### config.mk
export PLATFORM = sky130hd
export DESIGN_NAME = melody_sequencer_flat
export DESIGN_NICKNAME = d
export VERILOG_FILES = /design/src/rtl/melody_sequencer_if.sv /design/src/rtl/melody_sequencer.sv /design/src/flat_wrapper.sv
export SDC_FILE = /design/constraint.sdc
export NUM_CORES = 1
export LEC_CHECK = 0
export ABC_AREA = 0
export CORE_ASPECT_RATIO = 0.5
export CORE_UTILIZATION = 60
export CTS_BUF_LIST = sky130_fd_sc_hd__clkbuf_8
export DETAILED_ROUTE_END_ITERATION = 7
export PLACE_DENSITY = 0.78
export SLEW_MARGIN = 0
export SYNTH_ARGS = -nofsm -noshare
export SYNTH_HDL_FRONTEND = slang
export SYNTH_SLANG_ARGS = --single-unit
export TNS_END_PERCENT = 100
### constraint.sdc
create_clock -name clk -period 7.5 [get_ports clk]
set_input_delay 1.5 -clock clk [delete_from_list [all_inputs] [get_ports clk]]
set_output_delay 1.5 -clock clk [all_outputs]
set_load 0.01 [all_outputs]
### src/rtl/melody_sequencer_if.sv
// Control/table-programming bus between the switch logic and the melody sequencer,
// plus the note/status outputs toward the note lookup and tone generator.
interface melody_sequencer_if;
    logic       start;
    logic       stop;
    logic       loop;
    logic       wr_en;
    logic [3:0] wr_addr;
    logic [7:0] wr_data;
    logic [3:0] note_code;
    logic       tone_en;
    logic       busy;
    logic [3:0] step_idx;
    logic       done;

    modport master (
        output start, stop, loop, wr_en, wr_addr, wr_data,
        input  note_code, tone_en, busy, step_idx, done
    );

    modport slave (
        input  start, stop, loop, wr_en, wr_addr, wr_data,
        output note_code, tone_en, busy, step_idx, done
    );
endinterface

### src/rtl/melody_sequencer.sv
// Steps a programmable {dur, note} table: each entry sounds for dur beats,
// then an optional silent gap, then the next entry (or wrap / finish).
module melody_sequencer #(
    parameter int SEQ_LEN  = 16,
    parameter int BEAT_DIV = 12_500_000,
    parameter int GAP_DIV  = 1_250_000
) (
    input  logic              clk,
    input  logic              rst,
    melody_sequencer_if.slave bus
);
    localparam int              CW        = (BEAT_DIV > 1) ? $clog2(BEAT_DIV) : 1;
    localparam int              GW        = (GAP_DIV > 1) ? $clog2(GAP_DIV) : 1;
    localparam logic [CW-1:0]   BEAT_LAST = CW'(BEAT_DIV - 1);
    localparam logic [GW-1:0]   GAP_LAST  = GW'((GAP_DIV > 0) ? GAP_DIV - 1 : 0);
    localparam logic [4:0]      SEQ_END   = 5'(SEQ_LEN);
    localparam logic            GAP_NONE  = (GAP_DIV == 0);

    typedef enum logic [1:0] {
        IDLE = 2'd0,
        PLAY = 2'd1,
        GAP  = 2'd2,
        DONE = 2'd3
    } state_t;

    state_t          state_r;
    logic [7:0]      tbl_r [16];
    logic [CW-1:0]   cyc_cnt_r;
    logic [GW-1:0]   gap_cnt_r;
    logic [3:0]      beats_r;
    logic [3:0]      note_code_r;
    logic [3:0]      step_idx_r;
    logic            tone_en_r;
    logic            busy_r;
    logic            done_r;

    logic [4:0]      next_idx_s;
    logic            seq_end_s;
    logic            play_end_s;
    logic            gap_end_s;
    logic            launch_s;
    logic            tgt_ok_s;
    logic [3:0]      tgt_idx_s;
    logic [7:0]      tgt_entry_s;

    // Advance decision: which entry (if any) the next PLAY should load.
    always_comb begin
        next_idx_s  = {1'b0, step_idx_r} + 5'd1;
        seq_end_s   = (next_idx_s == SEQ_END) || (tbl_r[next_idx_s[3:0]][7:4] == 4'd0);
        play_end_s  = (state_r == PLAY) && (cyc_cnt_r == BEAT_LAST) && (beats_r == 4'd1);
        gap_end_s   = (state_r == GAP) && (gap_cnt_r == GAP_LAST);
        launch_s    = ((state_r == IDLE) && bus.start) || (play_end_s && GAP_NONE) || gap_end_s;
        if (state_r == IDLE) begin
            tgt_idx_s = 4'd0;
            tgt_ok_s  = (tbl_r[0][7:4] != 4'd0);
        end else if (seq_end_s) begin
            tgt_idx_s = 4'd0;
            tgt_ok_s  = bus.loop && (tbl_r[0][7:4] != 4'd0);
        end else begin
            tgt_idx_s = next_idx_s[3:0];
            tgt_ok_s  = 1'b1;
        end
        tgt_entry_s = tbl_r[tgt_idx_s];
    end

    // Table storage, sequencing FSM, beat/gap counters and registered outputs.
    always_ff @(posedge clk or posedge rst) begin
        if (rst) begin
            state_r     <= IDLE;
            cyc_cnt_r   <= '0;
            gap_cnt_r   <= '0;
            beats_r     <= 4'd0;
            note_code_r <= 4'd0;
            step_idx_r  <= 4'd0;
            tone_en_r   <= 1'b0;
            busy_r      <= 1'b0;
            done_r      <= 1'b0;
            for (int i = 0; i < 16; i++) begin
                tbl_r[i] <= 8'h00;
            end
        end else begin
            if (bus.wr_en && ({1'b0, bus.wr_addr} < SEQ_END)) begin
                tbl_r[bus.wr_addr] <= bus.wr_data;
            end
            done_r <= 1'b0;
            if (bus.stop) begin
                state_r     <= IDLE;
                note_code_r <= 4'd0;
                tone_en_r   <= 1'b0;
                busy_r      <= 1'b0;
            end else if (launch_s) begin
                // Entry is sampled here, so a write to it this cycle only affects later visits.
                if (tgt_ok_s) begin
                    state_r     <= PLAY;
                    step_idx_r  <= tgt_idx_s;
                    note_code_r <= tgt_entry_s[3:0];
                    tone_en_r   <= (tgt_entry_s[3:0] != 4'd0);
                    busy_r      <= 1'b1;
                    beats_r     <= tgt_entry_s[7:4];
                    cyc_cnt_r   <= '0;
                end else begin
                    state_r     <= DONE;
                    done_r      <= 1'b1;
                    note_code_r <= 4'd0;
                    tone_en_r   <= 1'b0;
                    busy_r      <= 1'b0;
                end
            end else begin
                case (state_r)
                    IDLE: begin
                        state_r <= IDLE;
                    end
                    PLAY: begin
                        if (play_end_s) begin
                            state_r     <= GAP;
                            gap_cnt_r   <= '0;
                            note_code_r <= 4'd0;
                            tone_en_r   <= 1'b0;
                        end else if (cyc_cnt_r == BEAT_LAST) begin
                            cyc_cnt_r <= '0;
                            beats_r   <= beats_r - 4'd1;
                        end else begin
                            cyc_cnt_r <= cyc_cnt_r + CW'(1);
                        end
                    end
                    GAP: begin
                        gap_cnt_r <= gap_cnt_r + GW'(1);
                    end
                    DONE: begin
                        state_r <= IDLE;
                    end
                    default: begin
                        state_r <= IDLE;
                    end
                endcase
            end
        end
    end

    assign bus.note_code = note_code_r;
    assign bus.tone_en   = tone_en_r;
    assign bus.busy      = busy_r;
    assign bus.step_idx  = step_idx_r;
    assign bus.done      = done_r;
endmodule
### src/flat_wrapper.sv
// flat-port wrapper written by rule: the top's interface ports become plain ports
module melody_sequencer_flat 
#(
    parameter int SEQ_LEN  = 16,
    parameter int BEAT_DIV = 12_500_000,
    parameter int GAP_DIV  = 1_250_000
)
  (clk, rst, bus_start, bus_stop, bus_loop, bus_wr_en, bus_wr_addr, bus_wr_data, bus_note_code, bus_tone_en, bus_busy, bus_step_idx, bus_done);
  melody_sequencer_if bus_i ();
  input  logic clk;
  input  logic rst;
  input wire logic [$bits(bus_i.start)-1:0] bus_start;
  input wire logic [$bits(bus_i.stop)-1:0] bus_stop;
  input wire logic [$bits(bus_i.loop)-1:0] bus_loop;
  input wire logic [$bits(bus_i.wr_en)-1:0] bus_wr_en;
  input wire logic [$bits(bus_i.wr_addr)-1:0] bus_wr_addr;
  input wire logic [$bits(bus_i.wr_data)-1:0] bus_wr_data;
  output wire logic [$bits(bus_i.note_code)-1:0] bus_note_code;
  output wire logic [$bits(bus_i.tone_en)-1:0] bus_tone_en;
  output wire logic [$bits(bus_i.busy)-1:0] bus_busy;
  output wire logic [$bits(bus_i.step_idx)-1:0] bus_step_idx;
  output wire logic [$bits(bus_i.done)-1:0] bus_done;
  assign bus_i.start = bus_start;
  assign bus_i.stop = bus_stop;
  assign bus_i.loop = bus_loop;
  assign bus_i.wr_en = bus_wr_en;
  assign bus_i.wr_addr = bus_wr_addr;
  assign bus_i.wr_data = bus_wr_data;
  assign bus_note_code = bus_i.note_code;
  assign bus_tone_en = bus_i.tone_en;
  assign bus_busy = bus_i.busy;
  assign bus_step_idx = bus_i.step_idx;
  assign bus_done = bus_i.done;
  melody_sequencer #(.SEQ_LEN(SEQ_LEN), .BEAT_DIV(BEAT_DIV), .GAP_DIV(GAP_DIV)) u_core (.clk(clk), .rst(rst), .bus(bus_i));
endmodule
* Yosys cells after proc, flatten, opt, wreduce, memory -nomap -nowiden
Cells that the tools add are included.
Storage, ports and cells: output and inout bits 11, register bits 190, bits of input ports 18
Operators by class: order comparisons 4, bitwise operators 5, reductions and logical operators 26, multiplexer cells 46, eq/ne operators 11, add/sub/neg operators 4
Operator list (number):
- bitwise mux 128 bit | 1
- 2-to-1 mux 24 bit | 5
- binary-select mux 8 bit (select 4 bit) | 2
- 2-to-1 mux 4 bit | 12
- one-hot mux 21 bit (2 select lines) | 1
- 2-to-1 mux 8 bit | 5
- demux 8 bit (select 4 bit) | 1
- adder 24 x 1 -> 24 bit, second input constant | 1
- == test 24 bit, second input constant | 1
- adder 21 x 1 -> 21 bit, second input constant | 1
- == test 21 bit, second input constant | 1
- 2-to-1 mux 21 bit | 1
- >= comparator 5 bit, second input constant | 3
- inverter 4 -> 5 bit | 3
- 2-to-1 mux 1 bit | 13
- nonzero test 4 bit | 3
- 2-to-1 mux 2 bit | 4
- AND reduction 4 bit | 2
- nonzero test 2 bit | 4
- logical AND 1 bit | 6
- nonzero test 3 bit | 2
- adder 4 x 1 -> 5 bit, second input constant | 1
- == test 5 bit, second input constant | 1
- less-than comparator 5 x 1 -> 1 bit, second input constant | 1
- 16 further kinds | 21

* Logic depth before layout (Yosys ltp)
depth after elaboration 17, depth in mapped cells 13, gate-level depth less buffers 11

* Worst setup path before layout
OpenSTA, ideal clock, no wires.
path type reg-to-reg, from register u_core.step_idx_r[1], in the netlist u_core.bus.step_idx[1], to register u_core.tone_en_r, in the netlist u_core.bus.tone_en, arrival time 3.244 ns, slack 4.128 ns, clock period less this slack 3.372 ns, library setup time 0.129 ns, stages on the path, launching flop included 12, cell sequence dfrtp_1 > ha_1 > buf_2 > nor2_1 > a311o_1 > nor3_2 > o21a_1 > clkbuf_1 > mux2i_1 > nor2_1 > o311a_1 > a2111o_1
On the way: word-level cells in the longest chain between the ends 17, elaborated cells on any way between the ends 20, those cells by class 1 x add/sub; 1 x eq/ne; 13 x mux; 2 x bitwise; 3 x reduce/logical
RTL lines:
- start, declared | line melody_sequencer.sv:32 | logic [3:0] step_idx_r;
- start signal, assigned | line melody_sequencer.sv:95 | step_idx_r <= tgt_idx_s;
- adder 4 x 1 -> 5 bit (*) | line melody_sequencer.sv:48 | next_idx_s = {1'b0, step_idx_r} + 5'd1;
- inverter 4 -> 5 bit (implied by the code) | line melody_sequencer.sv:49 | seq_end_s = (next_idx_s == SEQ_END) || (tbl_r[next_idx_s[3:0]][7:4] == 4'd0);
- binary-select mux 8 bit (select 4 bit) | line melody_sequencer.sv:49
- 2-to-1 mux 8 bit (implied by the code) (2 in a row) | line melody_sequencer.sv:49
- logical NOT 4 bit | line melody_sequencer.sv:49
- logical OR 1 bit | line melody_sequencer.sv:49
- 2-to-1 mux 4 bit | line melody_sequencer.sv:56 | end else if (seq_end_s) begin
- 2-to-1 mux 4 bit | line melody_sequencer.sv:53 | if (state_r == IDLE) begin
- inverter 4 -> 5 bit (implied by the code) | line melody_sequencer.sv:63 | tgt_entry_s = tbl_r[tgt_idx_s];
- binary-select mux 8 bit (select 4 bit) | line melody_sequencer.sv:63
- 2-to-1 mux 8 bit (implied by the code) (2 in a row) | line melody_sequencer.sv:63
- nonzero test 4 bit | line melody_sequencer.sv:97 | tone_en_r <= (tgt_entry_s[3:0] != 4'd0);
- 2-to-1 mux 1 bit (*) | line melody_sequencer.sv:93 | if (tgt_ok_s) begin
- 2-to-1 mux 1 bit (*) | line melody_sequencer.sv:91 | end else if (launch_s) begin
- 2-to-1 mux 1 bit (*) | line melody_sequencer.sv:86 | if (bus.stop) begin
- end signal, assigned | line melody_sequencer.sv:97
- end, declared | line melody_sequencer.sv:33 | logic tone_en_r;
Mark *: on every way between the ends. The rest lies on a longest branch, timed or not. The select of a mux whose other input is x is not followed. A chain may end at the register's enable or synchronous reset.

* Worst setup path after layout
from register u_core.step_idx_r[0], in the netlist u_core.bus.step_idx[0], to register u_core.beats_r[1]
On the way: word-level cells in the longest chain between the ends 15, elaborated cells on any way between the ends 20, those cells by class 1 x add/sub; 2 x eq/ne; 12 x mux; 2 x bitwise; 3 x reduce/logical
RTL lines:
- adder 4 x 1 -> 5 bit (*) | line melody_sequencer.sv:48
- inverter 4 -> 5 bit (implied by the code) | line melody_sequencer.sv:49
- binary-select mux 8 bit (select 4 bit) | line melody_sequencer.sv:49
- 2-to-1 mux 8 bit (implied by the code) (2 in a row) | line melody_sequencer.sv:49
- logical NOT 4 bit | line melody_sequencer.sv:49
- logical OR 1 bit | line melody_sequencer.sv:49
- 2-to-1 mux 4 bit | line melody_sequencer.sv:56
- 2-to-1 mux 4 bit | line melody_sequencer.sv:53
- inverter 4 -> 5 bit (implied by the code) | line melody_sequencer.sv:63
- binary-select mux 8 bit (select 4 bit) | line melody_sequencer.sv:63
- 2-to-1 mux 8 bit (implied by the code) (2 in a row) | line melody_sequencer.sv:63
- 2-to-1 mux 4 bit | line melody_sequencer.sv:93
- 2-to-1 mux 4 bit | line melody_sequencer.sv:91
- end signal, assigned | line melody_sequencer.sv:99 | beats_r <= tgt_entry_s[7:4];
- end signal, assigned | line melody_sequencer.sv:121 | beats_r <= beats_r - 4'd1;
- end, declared | line melody_sequencer.sv:30 | logic [3:0] beats_r;
Marked as above.

==> key figures <==
Critical path
  • Setup CP Type: reg -> reg
  • Reg2reg setup slack: 2.84 ns
  • CP max-delay cell: o21ai_2
  • Critical Path Fanout Max: 53
  • R2r endpoint: u_core.beats_r[1]$_DFFE_PP0P_
  • R2R depth: 10
  • Largest stage delay on the critical path: 0.68 ns
  • Crit path arrival time: 5.00 ns
  • Critical Path Start Type: flip-flop
  • WP buf/inv: 2
  • WP data required: 7.84 ns
  • CP endpoint kind: flip-flop
  • Critical path's top delay family: compound AO/OA/AOI/OAI gates
  • Worst r2r src: u_core.bus.step_idx[0]$_DFFE_PP0P_
  • Cells along the critical path: buf_4 > inv_2 > mux4_2 > a311oi_1 > nand2b_1 > o21ai_2 > mux2_2 > a221o_1 > a31oi_1 > o221ai_1

Clocking
  • CTS buffer count: 17
  • # clock sinks: 190
  • CTS hold repair buffers: 0
  • Worst skew pair latency: 0.49 ns
  • Setup Buffers After CTS: 0
  • Clk root buf: clkbuf_8
  • H-Tree Level Count: 4
  • # resized after CTS: 0
  • Reg clk slew, reported paths: 0.10 ns
  • CTS tree: built
  • Worst-case clock buffer depth: 2

Synthesis
  • Synthesis-stage register bit count: 190
  • Mapped Nets: 919
  • Synth cell types: 73
  • Post-synth top cells: 190 x dfrtp_1, 139 x mux2_2, 80 x nor2_1, 67 x nand2_1, 47 x o21ai_0
  • EDFF count, synth: 0
  • Synth Flop Type: dfrtp_1
  • Post-Syn Instances: 892
  • Mean Syn Cell Area: 10.99 um^2
  • Post-synth top area cell: dfrtp_1
  • Mapped cell area: 9803 um^2
  • Most frequent cell after synthesis: dfrtp_1
  • Synth area leaders: dfrtp_1 49%, mux2_2 16%, nor2_1 3.1%
  • Fraction of registers with async set/reset: 100.0%
  • Sequential share of the synthesized area: 48.50%
  • YS warnings: 0
  • Post-synth top area share: 48.50%

STA
  • RSZ-0062 raised after global routing: false
  • Setup violators final: 0
  • Slew headroom: 14.18%
  • Final hold vios: 0
  • Setup TNS: 0 ns
  • Fmax: 214.6 MHz
  • Worst slew pin tran: 1.284 ns
  • Fin Clk Skew: 0.02397 ns
  • Fin crit period: 4.659 ns
  • Tcrit/Tclk final: 62.12%
  • Max-slew violation count: 0

Pwr
  • Pwr Density: 325.0 nW/um^2
  • Leakage: 4.482 nW
  • Worst vdd ir: 0.1719 mV

Placement
  • Placement Cell Area: 10280 um^2
  • Number of port buffers: 28
  • Detailed placement HPWL: 16380 um
  • GPL Wtd Cong: 0.9509
  • DP Cell Count: 1108

Die
  • Core Rows: 32
  • Die area: 16890 um^2
  • Chip Width: 182.8 um
  • Initial Util: 62.46%
  • Die H: 92.39 um
  • Boundary pin count: 29
  • Core footprint: 15700 um^2

GRT
  • GR Util All Layers: 29.99%
  • Initial antenna violation count: 0
  • Total gr overflow: 0
  • Vias in the first global route: 7187
  • Global-route wire length before repair: 38520 um
  • Largest net degree at the start of global routing: 137

Worst hold path
  • Hold Path Origin: u_core.bus.note_code[0]$_DFFE_PP0P_
  • Min-delay worst type: reg -> reg
  • Hold Path Sink: u_core.bus.note_code[0]$_DFFE_PP0P_
  • Hold depth: 1

Route
  • DRT Wirelength: 23810 um
  • Via density per instance: 6.420
  • Post-DRT Antenna Nets: 0
  • DR DRC count: 0
  • Starting DRT DRC Count: 766
  • TritonRoute pass-1 iters: 6
  • Vias: 7319
  • WL/cell: 20.89 um

Cells and area
  • Final instance area: 10650 um^2
  • Final nets: 933
  • Final cell count without fillers: 1140
  • Share of layout cells above drive strength 1: 21.98%
  • Area Growth Syn to Fin: 8.628%
  • Multi-input gate area: 4812 um^2
  • Fill cell count: 1211
  • Antenna diodes: 0
  • Reg area: 4756 um^2

Flow run
  • Max Cap Viol: 0

Outcome
  • Status: finished clean
## registers in the layout, summed over array words and instances, names as in the netlist
signal                flops
u_core.tbl_r            128
u_core.bus.step_idx       4
u_core.bus.tone_en        1
u_core.gap_cnt_r         21
u_core.bus.note_code      4
u_core.bus.busy           1
u_core.state_r            2
u_core.bus.done           1
u_core.beats_r            4
u_core.cyc_cnt_r         24
## power breakdown
group	internal (mW)	total, mW	switching [mW]	leakage [nW]
logic	0.591	1.41	0.816	1.87
registers	1.23	1.41	0.173	2.42
clock network	0.255	0.646	0.391	0.192
## placed cells by master (no fill, tap or decap), types with 20 or more instances in the layout
cell type	netlist	final
clkdlybuf4s50_1	0	28
nor3_1	21	20
nand2_1	67	67
o21ai_0	47	47
a21oi_1	29	29
nor2_1	80	80
mux2_2	139	139
dfrtp_1	190	189
nand3_1	21	21
mux2i_1	23	23
## cells by family after synthesis
family	share of synthesized area [%]
adders and majority gates	1.149
AOI/OAI and AO/OA	10.81
and+or+nand+nor	14.05
DFF	48.50
buffers and inverters	2.604
muxes	20.38
xor gates and xnor gates	2.502
## through the flow
step | total power [mW] | hold WS [ns] | utilization [%] | worst slack, ns
floorplan | 2.381 | 0.4570 | - | 0.8295
global placement | 2.755 | 0.4631 | 65.51 | 3.137
CTS | 3.436 | 0.5005 | 67.85 | 2.944
finish | 3.461 | 0.4933 | 67.85 | 2.841
detailed placement | 2.796 | 0.4773 | 65.51 | 2.972
global route | 3.638 | 0.5191 | 67.85 | 2.673
## final cells by class
type,count,share of cell area (%)
Clock buffer,19,2.456
Clock inverter,13,0.9870
Inverter,20,0.7755
Multi-Input combinational cell,639,45.19
Sequential cell,190,44.66
Tap cell,221,2.597
Timing Repair Buffer,38,3.337
## worst max-delay path by stage
| stage | from | end | slack (ns) | depth (start not counted) |
|---|---|---|---|---|
| after floorplan | rst | u_core.beats_r[0]$_DFFE_PP0P_ | 0.83 | 1 |
| after global placement | u_core.bus.step_idx[0]$_DFFE_PP0P_ | u_core.bus.tone_en$_DFFE_PP0P_ | 3.14 | 10 |
| after detailed placement | u_core.bus.step_idx[0]$_DFFE_PP0P_ | u_core.beats_r[1]$_DFFE_PP0P_ | 2.97 | 10 |
| after CTS | u_core.bus.step_idx[0]$_DFFE_PP0P_ | u_core.beats_r[1]$_DFFE_PP0P_ | 2.94 | 10 |
| after global routing | u_core.bus.step_idx[0]$_DFFE_PP0P_ | u_core.beats_r[1]$_DFFE_PP0P_ | 2.67 | 10 |
| final | u_core.bus.step_idx[0]$_DFFE_PP0P_ | u_core.beats_r[1]$_DFFE_PP0P_ | 2.84 | 10 |
## worst register-to-register path, stage by stage (launching register included)
cell	delay (ns)
dfrtp_2	0.37
buf_4	0.54
inv_2	0.43
mux4_2	0.56
a311oi_1	0.57
nand2b_1	0.24
o21ai_2	0.68
mux2_2	0.41
a221o_1	0.30
a31oi_1	0.24
o221ai_1	0.16
## metal layers
metal,GRT usage [%],wire length [um],vias to the layer above
li1,-,-,3286
met1,43.00,11090,3715
met2,45.20,10660,266
met3,6.724,1547,52
met4,10.56,515,0
met5,0,0,-
No activity file was read; power rests on OpenSTA's default activity.
